**src/rtl/tone_player.sv**
```systemverilog
// Square-wave note player: plays one half-period/duration request on the speaker
// pin, then holds a fixed silent gap before signalling done and taking the next note.
module tone_player #(
  parameter int CNT_W    = 18,
  parameter int DUR_W    = 16,
  parameter int MS_TICKS = 50000,
  parameter int GAP_MS   = 50
) (
  input  logic             clk,
  input  logic             rst,
  input  logic             req_valid,
  output logic             req_ready,
  input  logic [CNT_W-1:0] req_comp,
  input  logic [DUR_W-1:0] req_dur_ms,
  input  logic             abort,
  output logic             speaker,
  output logic             busy,
  output logic             done
);

  localparam int PRE_W = (MS_TICKS > 1) ? $clog2(MS_TICKS) : 1;
  localparam int GAP_W = (GAP_MS > 0) ? $clog2(GAP_MS + 1) : 1;
  // one ms counter serves both the note length and the gap
  localparam int MS_W  = (DUR_W > GAP_W) ? DUR_W : GAP_W;

  typedef enum logic [1:0] {S_IDLE, S_PLAY, S_GAP} state_e;

  state_e             state_q, state_d;
  logic [CNT_W-1:0]   comp_q, comp_d;
  logic [DUR_W-1:0]   dur_q, dur_d;
  logic [CNT_W-1:0]   half_q, half_d;
  logic [PRE_W-1:0]   pre_q, pre_d;
  logic [MS_W-1:0]    ms_q, ms_d;
  logic               spk_q, spk_d;
  logic               done_q, done_d;

  logic accept, ms_tick, play_end, gap_end;

  assign accept   = (state_q == S_IDLE) && req_valid && !abort;
  assign ms_tick  = (pre_q == PRE_W'(MS_TICKS - 1));
  assign play_end = ms_tick && (ms_q == MS_W'(dur_q) - MS_W'(1));
  assign gap_end  = ms_tick && (ms_q == MS_W'(GAP_MS - 1));

  always_ff @(posedge clk or posedge rst) begin
    if (rst) state_q <= S_IDLE;
    else     state_q <= state_d;
  end

  always_comb begin
    state_d = state_q;
    case (state_q)
      S_IDLE: if (accept) begin
        if (req_dur_ms == '0) state_d = (GAP_MS == 0) ? S_IDLE : S_GAP;
        else                  state_d = S_PLAY;
      end
      S_PLAY: begin
        if (abort)         state_d = S_IDLE;
        else if (play_end) state_d = (GAP_MS == 0) ? S_IDLE : S_GAP;
      end
      S_GAP: begin
        if (abort || gap_end) state_d = S_IDLE;
      end
      default: state_d = S_IDLE;
    endcase
  end

  always_comb begin
    req_ready = (state_q == S_IDLE);
    busy      = (state_q != S_IDLE);
    speaker   = spk_q;
    done      = done_q;
  end

  always_comb begin
    comp_d = comp_q;
    dur_d  = dur_q;
    half_d = half_q;
    pre_d  = pre_q;
    ms_d   = ms_q;
    spk_d  = spk_q;
    done_d = 1'b0;
    case (state_q)
      S_IDLE: begin
        spk_d = 1'b0;
        if (accept) begin
          comp_d = req_comp;
          dur_d  = req_dur_ms;
          half_d = '0;
          pre_d  = '0;
          ms_d   = '0;
          if ((req_dur_ms == '0) && (GAP_MS == 0)) done_d = 1'b1;
        end
      end
      S_PLAY, S_GAP: begin
        pre_d = ms_tick ? '0 : pre_q + PRE_W'(1);
        if (ms_tick) ms_d = ms_q + MS_W'(1);
        // comp=0 is a rest: the wave stays low but timing runs as normal
        if ((state_q == S_PLAY) && (comp_q != '0)) begin
          if (half_q == comp_q - CNT_W'(1)) begin
            half_d = '0;
            spk_d  = ~spk_q;
          end else begin
            half_d = half_q + CNT_W'(1);
          end
        end
        if ((state_q == S_PLAY) && play_end) ms_d = '0;
        if (!abort && (((state_q == S_PLAY) && play_end && (GAP_MS == 0)) ||
                       ((state_q == S_GAP) && gap_end)))
          done_d = 1'b1;
      end
      default: ;
    endcase
    if (state_d != S_PLAY) spk_d = 1'b0;
  end

  always_ff @(posedge clk or posedge rst) begin
    if (rst) begin
      comp_q <= '0;
      dur_q  <= '0;
      half_q <= '0;
      pre_q  <= '0;
      ms_q   <= '0;
      spk_q  <= 1'b0;
      done_q <= 1'b0;
    end else begin
      comp_q <= comp_d;
      dur_q  <= dur_d;
      half_q <= half_d;
      pre_q  <= pre_d;
      ms_q   <= ms_d;
      spk_q  <= spk_d;
      done_q <= done_d;
    end
  end

endmodule
```
**config.mk**
```make
export PLATFORM = sky130hd
export DESIGN_NAME = tone_player
export DESIGN_NICKNAME = d
export VERILOG_FILES = /design/src/rtl/tone_player.sv
export SDC_FILE = /design/constraint.sdc
export NUM_CORES = 1
export LEC_CHECK = 0
export CAP_MARGIN = 20
export CORE_MARGIN = 2
export CORE_UTILIZATION = 40
export DETAILED_ROUTE_END_ITERATION = 16
export PLACE_DENSITY = 0.63
export SLEW_MARGIN = 10
export SYNTH_ARGS = -nofsm -noshare
export SYNTH_HDL_FRONTEND = slang
export SYNTH_SLANG_ARGS = --single-unit
```
**constraint.sdc**
```tcl
create_clock -name clk -period 4.9 [get_ports clk]
set_input_delay 0.98 -clock clk [delete_from_list [all_inputs] [get_ports clk]]
set_output_delay 0.98 -clock clk [all_outputs]
set_load 0.05 [all_outputs]
```
==> impl_results.md, run 1 <==
- Result of the run: finished clean
- Path class of the lowest-slack min-delay path: reg -> reg
- Chip Width: 121 um
- Slew Limit Fails: 0
- Count of input and output buffers: 41
- Number of CTS-inserted buffers: 9
- Mean area per synthesized cell: 9.51 sq um
- Clock root buffer master: sky130_fd_sc_hd__clkbuf_16
- Clk_lat worst skew: 350 ps
- Detail Route Antenna Nets: 0
- Post-Synthesis Cell Area: 5510 sq um
- Peak supply drop: 0.212 mV
- Total number of H-tree levels: 3
- Gate Count Post-Synth: 579
- Shortest clock period the worst path allows after layout: 3200 ps
- CP Launch Type: flop
- Routed WL per cell: 16.5 um
- Count of antenna diodes in the layout: 0
- Number of enable-type register cells in the synthesized netlist: 0
- Initial drt markers: 351
- Fin Clk Skew: 10.9 ps
- Antenna violations before repair: 0
- Number of nets in the synthesized netlist: 628
- P per Cell Area: 500 nW/um^2
- Leakage: 2.63 nW
- Post-cts sizing count: 0
- Data required, critical path: 3920 ps
- Final period util: 65.4%
- Gr usage total: 18.6%
- Sum of overflow across all layers after global routing: 0
- Total vias in the final route: 4,491
- Type of the worst setup path: reg -> out
- Via count normalized by instance count: 5.66
- Number of global-route vias before repair: 4,517
- Maximum root-to-sink buffer count: 2
- Worst path arrival time: 2220 ps
- Remaining design rule violation count: 0
- Number of detailed-route iterations in the first pass: 5
- Kind of end point of the critical path: output port
- Top achievable clock speed: 0.312 GHz
- Die ar.: 14,700 sq um
- Wire length of the first global-routing pass: 21,600 um
- Starting density of the core: 41.3%
- Area Overhead vs Synth: 15.6%
- Number of buffers inserted by post-CTS setup repair: 0
- Slew at the pin closest to its max-slew limit: 906 ps
- Async S/R FF share, synth: 100%
- Number of synthesized register bits: 88
- Die Ht: 121 um
- Number of setup violations in the final report: 0
- CTS tree: built
- Final estimated routing congestion in global placement: 0.865
- Commonest register cell after synthesis: sky130_fd_sc_hd__dfrtp_1
- Max Cap Viol: 0
- Number of I/O pins: 42
- Ys Warns: 0
- Setup repair after global routing missed its margin: no
- Largest net degree at the start of global routing: 53
- Crit Path Max Fanout: 8
- Relative slew slack: 39.6%
- Worst slack at placement: 1670 ps
- Fraction of final layout cells sized beyond drive strength 1: 11.5%
- Total routed wirelength: 13,100 um
- Core Footprint: 13,300 sq um
- Clock transition at path regs: 70 ps
- Post-synthesis sequential area ratio: 40.0%
- Cell variety after synth: 66
- Final HPWL DP: 9510 um
- Minimum setup slack in the final design: 1700 ps
- Number of nets in the layout: 662
- # rows: 42
- Final-layout setup total negative slack: 0 ps
- Hold bufs inserted after CTS: 0
- Clock sink total: 88
- Final hold violation count: 0
-- metrics by stage --
stage               cells  area (sq um)  utilization [%]  hold WS [ps]  power, W
floorplan             579          5510                -           444   0.00215
global placement      778          6060             45.4           472   0.00242
detailed placement    778          6060             45.4           487   0.00247
CTS                   794          6370             47.7           503   0.00319
global route          794          6370             47.7           521   0.00340
finish                794          6370             47.7           502   0.00318
-- Yosys cell counts (3+ instances only) --
| cell | count | share of area, % |
|---|---|---|
| sky130_fd_sc_hd__dfrtp_1 | 88 | 40 |
| sky130_fd_sc_hd__nor2_1 | 57 | 3.9 |
| sky130_fd_sc_hd__nand2_1 | 40 | 2.7 |
| sky130_fd_sc_hd__mux2_2 | 36 | 7.4 |
| sky130_fd_sc_hd__xor2_1 | 36 | 5.7 |
| sky130_fd_sc_hd__xnor2_1 | 30 | 4.8 |
| sky130_fd_sc_hd__nand3_1 | 26 | 2.4 |
| sky130_fd_sc_hd__o21ai_0 | 22 | 2.0 |
| sky130_fd_sc_hd__inv_1 | 21 | 1.4 |
| sky130_fd_sc_hd__nand4_1 | 20 | 2.3 |
| sky130_fd_sc_hd__a21oi_1 | 19 | 1.7 |
| sky130_fd_sc_hd__nor3_1 | 17 | 1.5 |
| sky130_fd_sc_hd__nor2b_1 | 15 | 1.7 |
| sky130_fd_sc_hd__and3_1 | 13 | 1.5 |
| sky130_fd_sc_hd__nor4_1 | 13 | 1.5 |
| sky130_fd_sc_hd__a22o_1 | 12 | 1.9 |
| sky130_fd_sc_hd__clkbuf_1 | 11 | 0.75 |
| sky130_fd_sc_hd__ha_1 | 11 | 2.5 |
| sky130_fd_sc_hd__o21ai_1 | 8 | 0.73 |
| sky130_fd_sc_hd__mux2i_1 | 7 | 1.3 |
| sky130_fd_sc_hd__or4_1 | 5 | 0.68 |
| sky130_fd_sc_hd__and2_1 | 4 | 0.45 |
| sky130_fd_sc_hd__o31ai_1 | 4 | 0.55 |
| sky130_fd_sc_hd__a21o_1 | 3 | 0.41 |
| sky130_fd_sc_hd__and4_1 | 3 | 0.48 |
| sky130_fd_sc_hd__buf_1 | 3 | 0.20 |
| sky130_fd_sc_hd__buf_2 | 3 | 0.27 |
| sky130_fd_sc_hd__buf_6 | 3 | 0.61 |
| sky130_fd_sc_hd__o21a_1 | 3 | 0.41 |
-- final timing paths --
kind / from / to / slack (ps) / depth (start not counted)
setup / recovery: state_q[0] / busy / 1700 / 4
hold / removal: pre_q[15] / pre_q[15] / 500 / 2
setup reg to reg: dur_q[0] / ms_q[0] / 1780 / 10
hold reg to reg: pre_q[15] / pre_q[15] / 500 / 2
max in group asynchronous: rst / pre_q[14] / 2780 / 3
min in group asynchronous: rst / done / 1130 / 2
-- routing by layer --
metal / GRT usage [%] / vias up / wire (um)
met3: 4.84 / 25 / 636
met2: 31.3 / 111 / 6330
li1: - / 2153 / -
met4: 6.90 / 0 / 250
met5: 0 / - / 0
met1: 22.9 / 2202 / 5880
-- flip-flops by register name, indices dropped and copies added (netlist names) --
register / count
comp_q: 18
half_q: 18
dur_q: 16
ms_q: 16
pre_q: 16
state_q: 2
done: 1
speaker: 1
-- cell usage in the layout (no fill, tap or decap), types with 5 or more instances in the layout --
cell and count:
sky130_fd_sc_hd__mux2_2 36, sky130_fd_sc_hd__inv_1 20, sky130_fd_sc_hd__xnor2_1 30, sky130_fd_sc_hd__ha_1 11, sky130_fd_sc_hd__clkbuf_16 9, sky130_fd_sc_hd__o21ai_1 8, sky130_fd_sc_hd__a21oi_1 19, sky130_fd_sc_hd__nand4_1 20
sky130_fd_sc_hd__nand3_1 25, sky130_fd_sc_hd__xor2_1 36, sky130_fd_sc_hd__nor2b_1 15, sky130_fd_sc_hd__a22o_1 12, sky130_fd_sc_hd__nor2_1 57, sky130_fd_sc_hd__and3_1 13, sky130_fd_sc_hd__nor4_1 13, sky130_fd_sc_hd__dfrtp_1 88
sky130_fd_sc_hd__o21ai_0 22, sky130_fd_sc_hd__nor3_1 17, sky130_fd_sc_hd__or4_1 5, sky130_fd_sc_hd__clkdlybuf4s50_1 41, sky130_fd_sc_hd__nand2_1 40, sky130_fd_sc_hd__mux2i_1 7
-- layout make-up --
cell class / count / area (sq um)
Inverter: 21 / 80.1
Clock buffer: 12 / 256
Timing Repair Buffer: 43 / 425
Multi-Input combinational cell: 450 / 3130
Clock inverter: 4 / 52.6
Fill cell: 1252 / 6980
Sequential cell: 88 / 2200
Tap cell: 176 / 220
-- power by group --
part | leakage [nW] | internal [W] | total (W) | switching, W
sequential | 1.14 | 0.000913 | 0.00125 | 0.000333
combinational | 1.34 | 0.000554 | 0.00122 | 0.000668
clock | 0.141 | 0.000423 | 0.000716 | 0.000293
total | 2.63 | 0.00189 | 0.00318 | 0.00129
-- logic make-up after synthesis --
kind of cell               synth area share (%)
adders and majority gates                  2.50
and+or+nand+nor                            23.3
buffers and inverters                      3.27
xor gates and xnor gates                   10.5
AOI/OAI and AO/OA                          11.8
muxes                                      8.63
DFF                                        40.0
-- worst max-delay path, stage by stage (launching register included) --
cell                              delay (ps)
sky130_fd_sc_hd__dfrtp_1                 460
sky130_fd_sc_hd__inv_1                   100
sky130_fd_sc_hd__ha_1                    320
sky130_fd_sc_hd__inv_1                   170
sky130_fd_sc_hd__clkdlybuf4s50_1         820
Note: power is estimated with default switching activity, not from simulation.
==> run 2: changes to the inputs <==
PLACE_DENSITY = 0.65   (was 0.63)
clock period = 2.84 ns   (was 4.9 ns; I/O delays follow)
==> impl_results.md, run 2 (synthesis gave the netlist of run 1 again) <==
- P per Cell Area: 858 nW/um^2 (was 500 nW/um^2)
- Max Cap Viol: 0 (unchanged)
- Clock transition at path regs: 60 ps (was 70 ps)
- Most used cells in the layout excluding fill and tap cells: 88 x sky130_fd_sc_hd__dfrtp_1, 57 x sky130_fd_sc_hd__nor2_1, 40 x sky130_fd_sc_hd__nand2_1, 40 x sky130_fd_sc_hd__clkdlybuf4s50_1 (was 88 x sky130_fd_sc_hd__dfrtp_1, 57 x sky130_fd_sc_hd__nor2_1, 41 x sky130_fd_sc_hd__clkdlybuf4s50_1)
- Number of global-route vias before repair: 4,607 (was 4,517)
- Initial drt markers: 380 (was 351)
- Detail Route Antenna Nets: 0 (unchanged)
- Slew at the pin closest to its max-slew limit: 786 ps (was 906 ps)
- Kind of end point of the critical path: flop (was output port)
- Delay of the slowest critical-path stage: 500 ps (was 820 ps)
- Remaining design rule violation count: 0 (unchanged)
- Data required, critical path: 3070 ps (was 3920 ps)
- Total power of the final layout: 0.00569 W (was 0.00318 W)
- Comb pwr share: 45.9% (was 38.4%)
- Die Ht: 121 um (unchanged)
- Final hold violation count: 0 (unchanged)
- Share of total power in sequential cells: 35.5% (was 39.1%)
- Fraction of power spent switching nets: 40.1% (was 40.6%)
- Via count normalized by instance count: 5.55 (was 5.66)
- Ordered list of cells on the worst path: inv_1 > ha_2 > or4b_4 > nor4_4 > mux2i_1 > nor3b_2 > a2bb2oi_2 > a31o_4 > nor2_4 > mux2_2 (was inv_1 > ha_1 > inv_1 > clkdlybuf4s50_1)
- Result of the run: finished clean (unchanged)
- Path class of the lowest-slack min-delay path: reg -> reg (unchanged)
- Worst path arrival time: 3000 ps (was 2220 ps)
- Number of CTS-inserted buffers: 9 (unchanged)
- Crit Path Max Fanout: 8 (unchanged)
- Relative slew slack: 47.6% (was 39.6%)
- Total routed wirelength: 13,200 um (was 13,100 um)
- Total vias in the final route: 4,583 (was 4,491)
- Number of setup violations in the final report: 0 (unchanged)
- Peak supply drop: 0.340 mV (was 0.212 mV)
- Final HPWL DP: 9760 um (was 9510 um)
- Starting density of the core: 41.3% (unchanged)
- Final estimated routing congestion in global placement: 0.872 (was 0.865)
- FILL cells: 1,221 (was 1,252)
- Sum of overflow across all layers after global routing: 0 (unchanged)
- Core Footprint: 13,300 sq um (unchanged)
- CTS tree: built (unchanged)
- Setup repair after global routing missed its margin: yes (was no)
- Gr usage total: 18.6% (about the same)
- Hold bufs inserted after CTS: 0 (unchanged)
- Fraction of final layout cells sized beyond drive strength 1: 16.8% (was 11.5%)
- Count of antenna diodes in the layout: 0 (unchanged)
- Switching power total: 0.00228 W (was 0.00129 W)
- # rows: 42 (unchanged)
- Die ar.: 14,700 sq um (unchanged)
- Final-layout setup total negative slack: 0 ps (unchanged)
- Clock sink total: 88 (unchanged)
- Slew Limit Fails: 0 (unchanged)
- Internal power: 0.00341 W (was 0.00189 W)
- CP Launch Type: flop (unchanged)
- Fin Clk Skew: 7.03 ps (was 10.9 ps)
- Area Overhead vs Synth: 20.4% (was 15.6%)
- Final period util: 97.6%
- Top Registers: comp_q x18, half_q x18 (unchanged)
- Chip Width: 121 um (unchanged)
- Type of the worst setup path: reg -> reg (was reg -> out)
- Maximum root-to-sink buffer count: 2 (unchanged)
- Highest-delay cell along the critical path: sky130_fd_sc_hd__or4b_4 (was sky130_fd_sc_hd__clkdlybuf4s50_1)
- Wire length of the first global-routing pass: 21,900 um (was 21,600 um)
- Count of input and output buffers: 41 (unchanged)
- Number of nets in the layout: 696 (was 662)
- Shortest clock period the worst path allows after layout: 2770 ps
- Antenna violations before repair: 0 (unchanged)
- Number of detailed-route iterations in the first pass: 5 (unchanged)
- Leakage: 2.79 nW (was 2.63 nW)
- WHS: 487 ps (was 502 ps)
- Clk_lat worst skew: 340 ps (was 350 ps)
- Clock root buffer master: sky130_fd_sc_hd__clkbuf_16 (unchanged)
- Routed WL per cell: 16.0 um (was 16.5 um)
- Leading cell type in the layout, fill and taps excluded: sky130_fd_sc_hd__dfrtp_1 (unchanged)
- Total number of H-tree levels: 3 (unchanged)
- Top achievable clock speed: 0.361 GHz
- Largest net degree at the start of global routing: 32 (was 53)
- Clk network pwr share: 18.6% (was 22.5%)
- Number of I/O pins: 42 (unchanged)
[run 2: worst paths after layout]
kind,start,end,slack [ps],cells after the start
worst min register to register,pre_q[15],pre_q[15],490,2
worst min-delay path,pre_q[15],pre_q[15],490,2
worst max register to register,dur_q[1],ms_q[0],70,10
max in group asynchronous,rst,pre_q[2],1520,3
min in group asynchronous,rst,half_q[8],590,2
worst max-delay path,dur_q[1],ms_q[0],70,10
[run 2: layout make-up]
cell class	count	area, sq um	area share, %
Multi-Input combinational cell	452	3190	48.1
Sequential cell	88	2200	33.2
Inverter	21	82.6	1.25
Clock buffer	13	250	3.77
Tap cell	176	220	3.32
Clock inverter	1	5.00	0.0755
Timing Repair Buffer	75	681	10.3
[run 2: critical path, delay by kind of cell (launching register included)]
family,cells,cell delay [ps]
mux,2,410
fa+ha+maj,1,160
flops,1,370
simple gates,4,1120
buf+inv,1,60
compound gates,2,520
[run 2: power by group through the flow]
| stage | combinational [W] | sequential (W) | clock [W] |
|---|---|---|---|
| floorplan | 0.00175 | 0.00196 | 0 |
| global placement | 0.00243 | 0.00201 | 0 |
| detailed placement | 0.00249 | 0.00203 | 0 |
| CTS | 0.00251 | 0.00201 | 0.00109 |
| global route | 0.00285 | 0.00208 | 0.00115 |
| finish | 0.00261 | 0.00202 | 0.00106 |
[run 2: what timing repair did]
action	in CTS	in global routing
pin swaps	0	10
endpoints found under the setup margin	11	33
gates cloned	0	2
endpoints found under the hold margin	0	0
gates resized for setup	1	12
setup buffers	0	4
[run 2: metrics by stage]
step / cell area (sq um) / utilization [%] / setup slack (ps) / instances
after global placement: 6280 / 47.1 / 2.14 / 806
after detailed placement: 6280 / 47.1 / -74.6 / 806
final: 6630 / 49.7 / 66.7 / 826
after floorplan: 5510 / - / 144 / 579
after global routing: 6630 / 49.7 / -62.6 / 826
after CTS: 6540 / 49.0 / 1.88 / 820
[run 2: routing by layer]
layer	vias up	part of all wire, %	track usage (%)
met5	-	0	0
met4	0	2.7	8.05
met3	26	3.1	2.82
li1	2228	-	-
met2	88	50	32.9
met1	2241	44	22.4
==> run 3: changes to the inputs <==
ABC_AREA = 1   (was unset)
CORE_UTILIZATION = 54   (was 40)
PLACE_DENSITY = 0.82   (was 0.65)
SETUP_SLACK_MARGIN = 0.4   (was unset)
==> impl_results.md, run 3 <==
- Result of the run: finished clean (unchanged)
- Shortest clock period the worst path allows after layout: 2390 ps (was 2770 ps)
- Max Cap Viol: 0 (unchanged)
- Met2 wire length: 6980 um (was 6590 um)
- Area fraction of the dominant cell type after synthesis: 36.4% (was 40.0%)
- Max layer used: met4 (unchanged)
- Final estimated routing congestion in global placement: 0.923 (was 0.872)
- Final period util: 84.2% (was 97.6%)
- Setup repair after global routing missed its margin: yes (unchanged)
- Total number of H-tree levels: 3 (unchanged)
- Crit Path Max Fanout: 4 (was 8)
- Number of cells in the finished layout apart from fillers: 1,050 (was 826)
- Peak supply drop: 0.620 mV (was 0.340 mV)
- Cell variety after synth: 45 (was 66)
- Number of nets in the synthesized netlist: 907 (was 628)
- Post-synthesis sequential area ratio: 36.4% (was 40.0%)
- Number of setup violations in the final report: 0 (unchanged)
- Final-layout setup total negative slack: 0 ps (unchanged)
- Fraction of final layout cells sized beyond drive strength 1: 10.0% (was 16.8%)
- Top achievable clock speed: 0.418 GHz (was 0.361 GHz)
- Ys Warns: 0 (unchanged)
- Final HPWL DP: 11,000 um (was 9760 um)
- Clock transition at path regs: 90 ps (was 60 ps)
- Number of enable-type register cells in the synthesized netlist: 0 (unchanged)
- Sum of overflow across all layers after global routing: 0 (unchanged)
- Total routed wire length on the met1 layer: 6520 um (was 5850 um)
- Cells taking the most area after synthesis: sky130_fd_sc_hd__dfrtp_1 36%, sky130_fd_sc_hd__nand2_1 16%, sky130_fd_sc_hd__nor2_1 6.9% (was sky130_fd_sc_hd__dfrtp_1 40%, sky130_fd_sc_hd__mux2_2 7.4%, sky130_fd_sc_hd__xor2_1 5.7%)
- Routed wire length on met3: 657 um (was 405 um)
- Initial drt markers: 351 (was 380)
- Antenna violations before repair: 0 (unchanged)
- CP Launch Type: flop (unchanged)
- CTS tree: built (unchanged)
- Leading cell type in the layout, fill and taps excluded: sky130_fd_sc_hd__nand2_1 (was sky130_fd_sc_hd__dfrtp_1)
- Die Ht: 110 um (was 121 um)
- Slew Limit Fails: 0 (unchanged)
- Clock sink total: 88 (unchanged)
- Cell types with the highest counts after synthesis: 253 x sky130_fd_sc_hd__nand2_1, 111 x sky130_fd_sc_hd__nor2_1, 98 x sky130_fd_sc_hd__inv_1 (was 88 x sky130_fd_sc_hd__dfrtp_1, 57 x sky130_fd_sc_hd__nor2_1, 40 x sky130_fd_sc_hd__nand2_1)
- Number of synthesized register bits: 88 (unchanged)
- Total vias in the final route: 5,583 (was 4,583)
- Cell count after placement: 1,033 (was 806)
- Routed WL per cell: 13.8 um (was 16.0 um)
- Data required, critical path: 2270 ps (was 3070 ps)
- Detail Route Antenna Nets: 0 (unchanged)
- Slack of the worst reg-to-reg path: 630 ps (was 70 ps)
- Largest net degree at the start of global routing: 49 (was 32)
- Kind of end point of the critical path: output port (was flop)
- Starting density of the core: 55.5% (was 41.3%)
- Utilization after layout: 62.8% (was 49.7%)
- Logic depth of the worst register-to-register path: 8 (was 10)
- Clock root buffer master: sky130_fd_sc_hd__clkbuf_8 (was sky130_fd_sc_hd__clkbuf_16)
- Total routed wirelength: 14,500 um (was 13,200 um)
- Chip Width: 110 um (was 121 um)
- Commonest register cell after synthesis: sky130_fd_sc_hd__dfrtp_1 (unchanged)
- Remaining design rule violation count: 0 (unchanged)
- Async S/R FF share, synth: 100% (unchanged)
- Dominant cell by count in the synthesized netlist: sky130_fd_sc_hd__nand2_1 (was sky130_fd_sc_hd__dfrtp_1)
- Type of the worst setup path: reg -> out (was reg -> reg)
- Gate Count Post-Synth: 858 (was 579)
- Number of CTS-inserted buffers: 9 (unchanged)
- End of the worst register-to-register path: pre_q[14] (was ms_q[0])
- Number of detailed-route iterations in the first pass: 5 (unchanged)
- Via count normalized by instance count: 5.32 (was 5.55)
- Most used cells in the layout excluding fill and tap cells: 253 x sky130_fd_sc_hd__nand2_1, 110 x sky130_fd_sc_hd__nor2_1, 96 x sky130_fd_sc_hd__inv_1 (was 88 x sky130_fd_sc_hd__dfrtp_1, 57 x sky130_fd_sc_hd__nor2_1, 40 x sky130_fd_sc_hd__nand2_1, 40 x sky130_fd_sc_hd__clkdlybuf4s50_1)
- Die ar.: 12,100 sq um (was 14,700 sq um)
- Post-Synthesis Cell Area: 6040 sq um (was 5510 sq um)
- Top cell type by total area after synthesis: sky130_fd_sc_hd__dfrtp_1 (unchanged)
- Final standard cell area without fillers: 6840 sq um (was 6630 sq um)
- Launch instance of the worst register-to-register path: state_q[0] (was dur_q[1])
- Core Footprint: 10,900 sq um (was 13,300 sq um)
- Count of antenna diodes in the layout: 0 (unchanged)
- Number of I/O pins: 42 (unchanged)
- Relative slew slack: 58.1% (was 47.6%)
- Wire length of the first global-routing pass: 24,400 um (was 21,900 um)
- Number of global-route vias before repair: 5,332 (was 4,607)
- Maximum root-to-sink buffer count: 2 (unchanged)
- Hold bufs inserted after CTS: 0 (unchanged)
- Capturing instance or port of the critical path: busy (was ms_q[0])
- Leakage: 3.09 nW (was 2.79 nW)
- Worst path arrival time: 1820 ps (was 3000 ps)
- Top Registers: comp_q x18, half_q x18 (unchanged)
- Gr usage total: 25.9% (was 18.6%)
- Path class of the lowest-slack min-delay path: in -> async (was reg -> reg)
- Fin Clk Skew: 14.4 ps (was 7.03 ps)
- Critical path launch point: state_q[0] (was dur_q[1])
- Count of input and output buffers: 41 (unchanged)
- # rows: 38 (was 42)
- Number of nets in the layout: 954 (was 696)
- Slew at the pin closest to its max-slew limit: 627 ps (was 786 ps)
- Final hold violation count: 0 (unchanged)
- Mean area per synthesized cell: 7.04 sq um (was 9.51 sq um)
- P per Cell Area: 842 nW/um^2 (was 858 nW/um^2)
- Instance area after placement: 6620 sq um (was 6280 sq um)
- Area Overhead vs Synth: 13.2% (was 20.4%)
- Clk_lat worst skew: 380 ps (was 340 ps)
-- run 3: changes by cell type after synthesis, sizes merged, moves of 15 or more --
cell,previous run,this run
nor2b,15,0
nor2,59,140
mux2,36,0
inv,21,102
xnor2,30,14
nand3,26,58
nand2,40,264
-- run 3: logic make-up (layout without fill, tap and decap cells) --
family / count (synthesis) / after routing / synth area share, %
XOR/XNOR: 45 / 45 / 6.52
AO/OA/AOI/OAI: 82 / 82 / 8.71
buffers and inverters: 116 / 168 / 7.82
adder cells (fa/ha/maj): 11 / 11 / 2.28
flip-flops: 88 / 88 / 36.4
AND/OR/NAND/NOR: 516 / 516 / 38.2
-- run 3: timing repair --
action / in CTS / in global routing
pin swaps: 0 / 1
resized for setup: 2 / 6
setup endpoints to repair: 2 / 31
setup buffers: 0 / 1
-- run 3: area by class of cell --
cell class                 count  area [sq um]
fill                         953          4050
multi-input combinational    654          3380
sequential                    88          2200
timing repair buffer          49           494
inverter                     103           395
tap                          140           175
clock buffer                   9           124
clock inverter                 7          72.6
-- run 3: metal layers --
metal  global-route usage (%)  up-vias
met2                     44.5      154
met3                     3.44       25
met5                        0        -
met1                     33.3     2578
li1                         -     2826
met4                     9.67        0
-- run 3: critical path: stages (launching register included) --
cell                              delay (ps)
sky130_fd_sc_hd__dfrtp_1                 410
sky130_fd_sc_hd__inv_1                   100
sky130_fd_sc_hd__ha_2                    230
sky130_fd_sc_hd__inv_1                   170
sky130_fd_sc_hd__clkdlybuf4s15_1         530
-- run 3: worst min path at each step --
stage,from,to,slack [ps]
floorplan,pre_q[8],pre_q[8],460
detailed placement,pre_q[8],pre_q[8],510
global placement,pre_q[8],pre_q[8],500
global route,rst,comp_q[6],510
finish,rst,comp_q[5],490
CTS,rst,comp_q[6],490
-- run 3: where the power goes --
part	switching [W]	internal [W]	leakage (nW)	total, W
Combinational	0.00188	0.00101	1.83	0.00289
Clock	0.000482	0.000406	0.0952	0.000888
Sequential	0.000421	0.00156	1.17	0.00198
Total	0.00278	0.00298	3.09	0.00576
-- run 3: metrics by stage --
step | hold slack, ps | setup WS (ps) | power [W]
2_1_floorplan | 464 | 551 | 0.00417
3_3_place_gp | 505 | 444 | 0.00476
3_5_place_dp | 510 | 366 | 0.00481
4_1_cts | 490 | 451 | 0.00571
5_1_grt | 511 | 394 | 0.00627
6_report | 488 | 450 | 0.00576
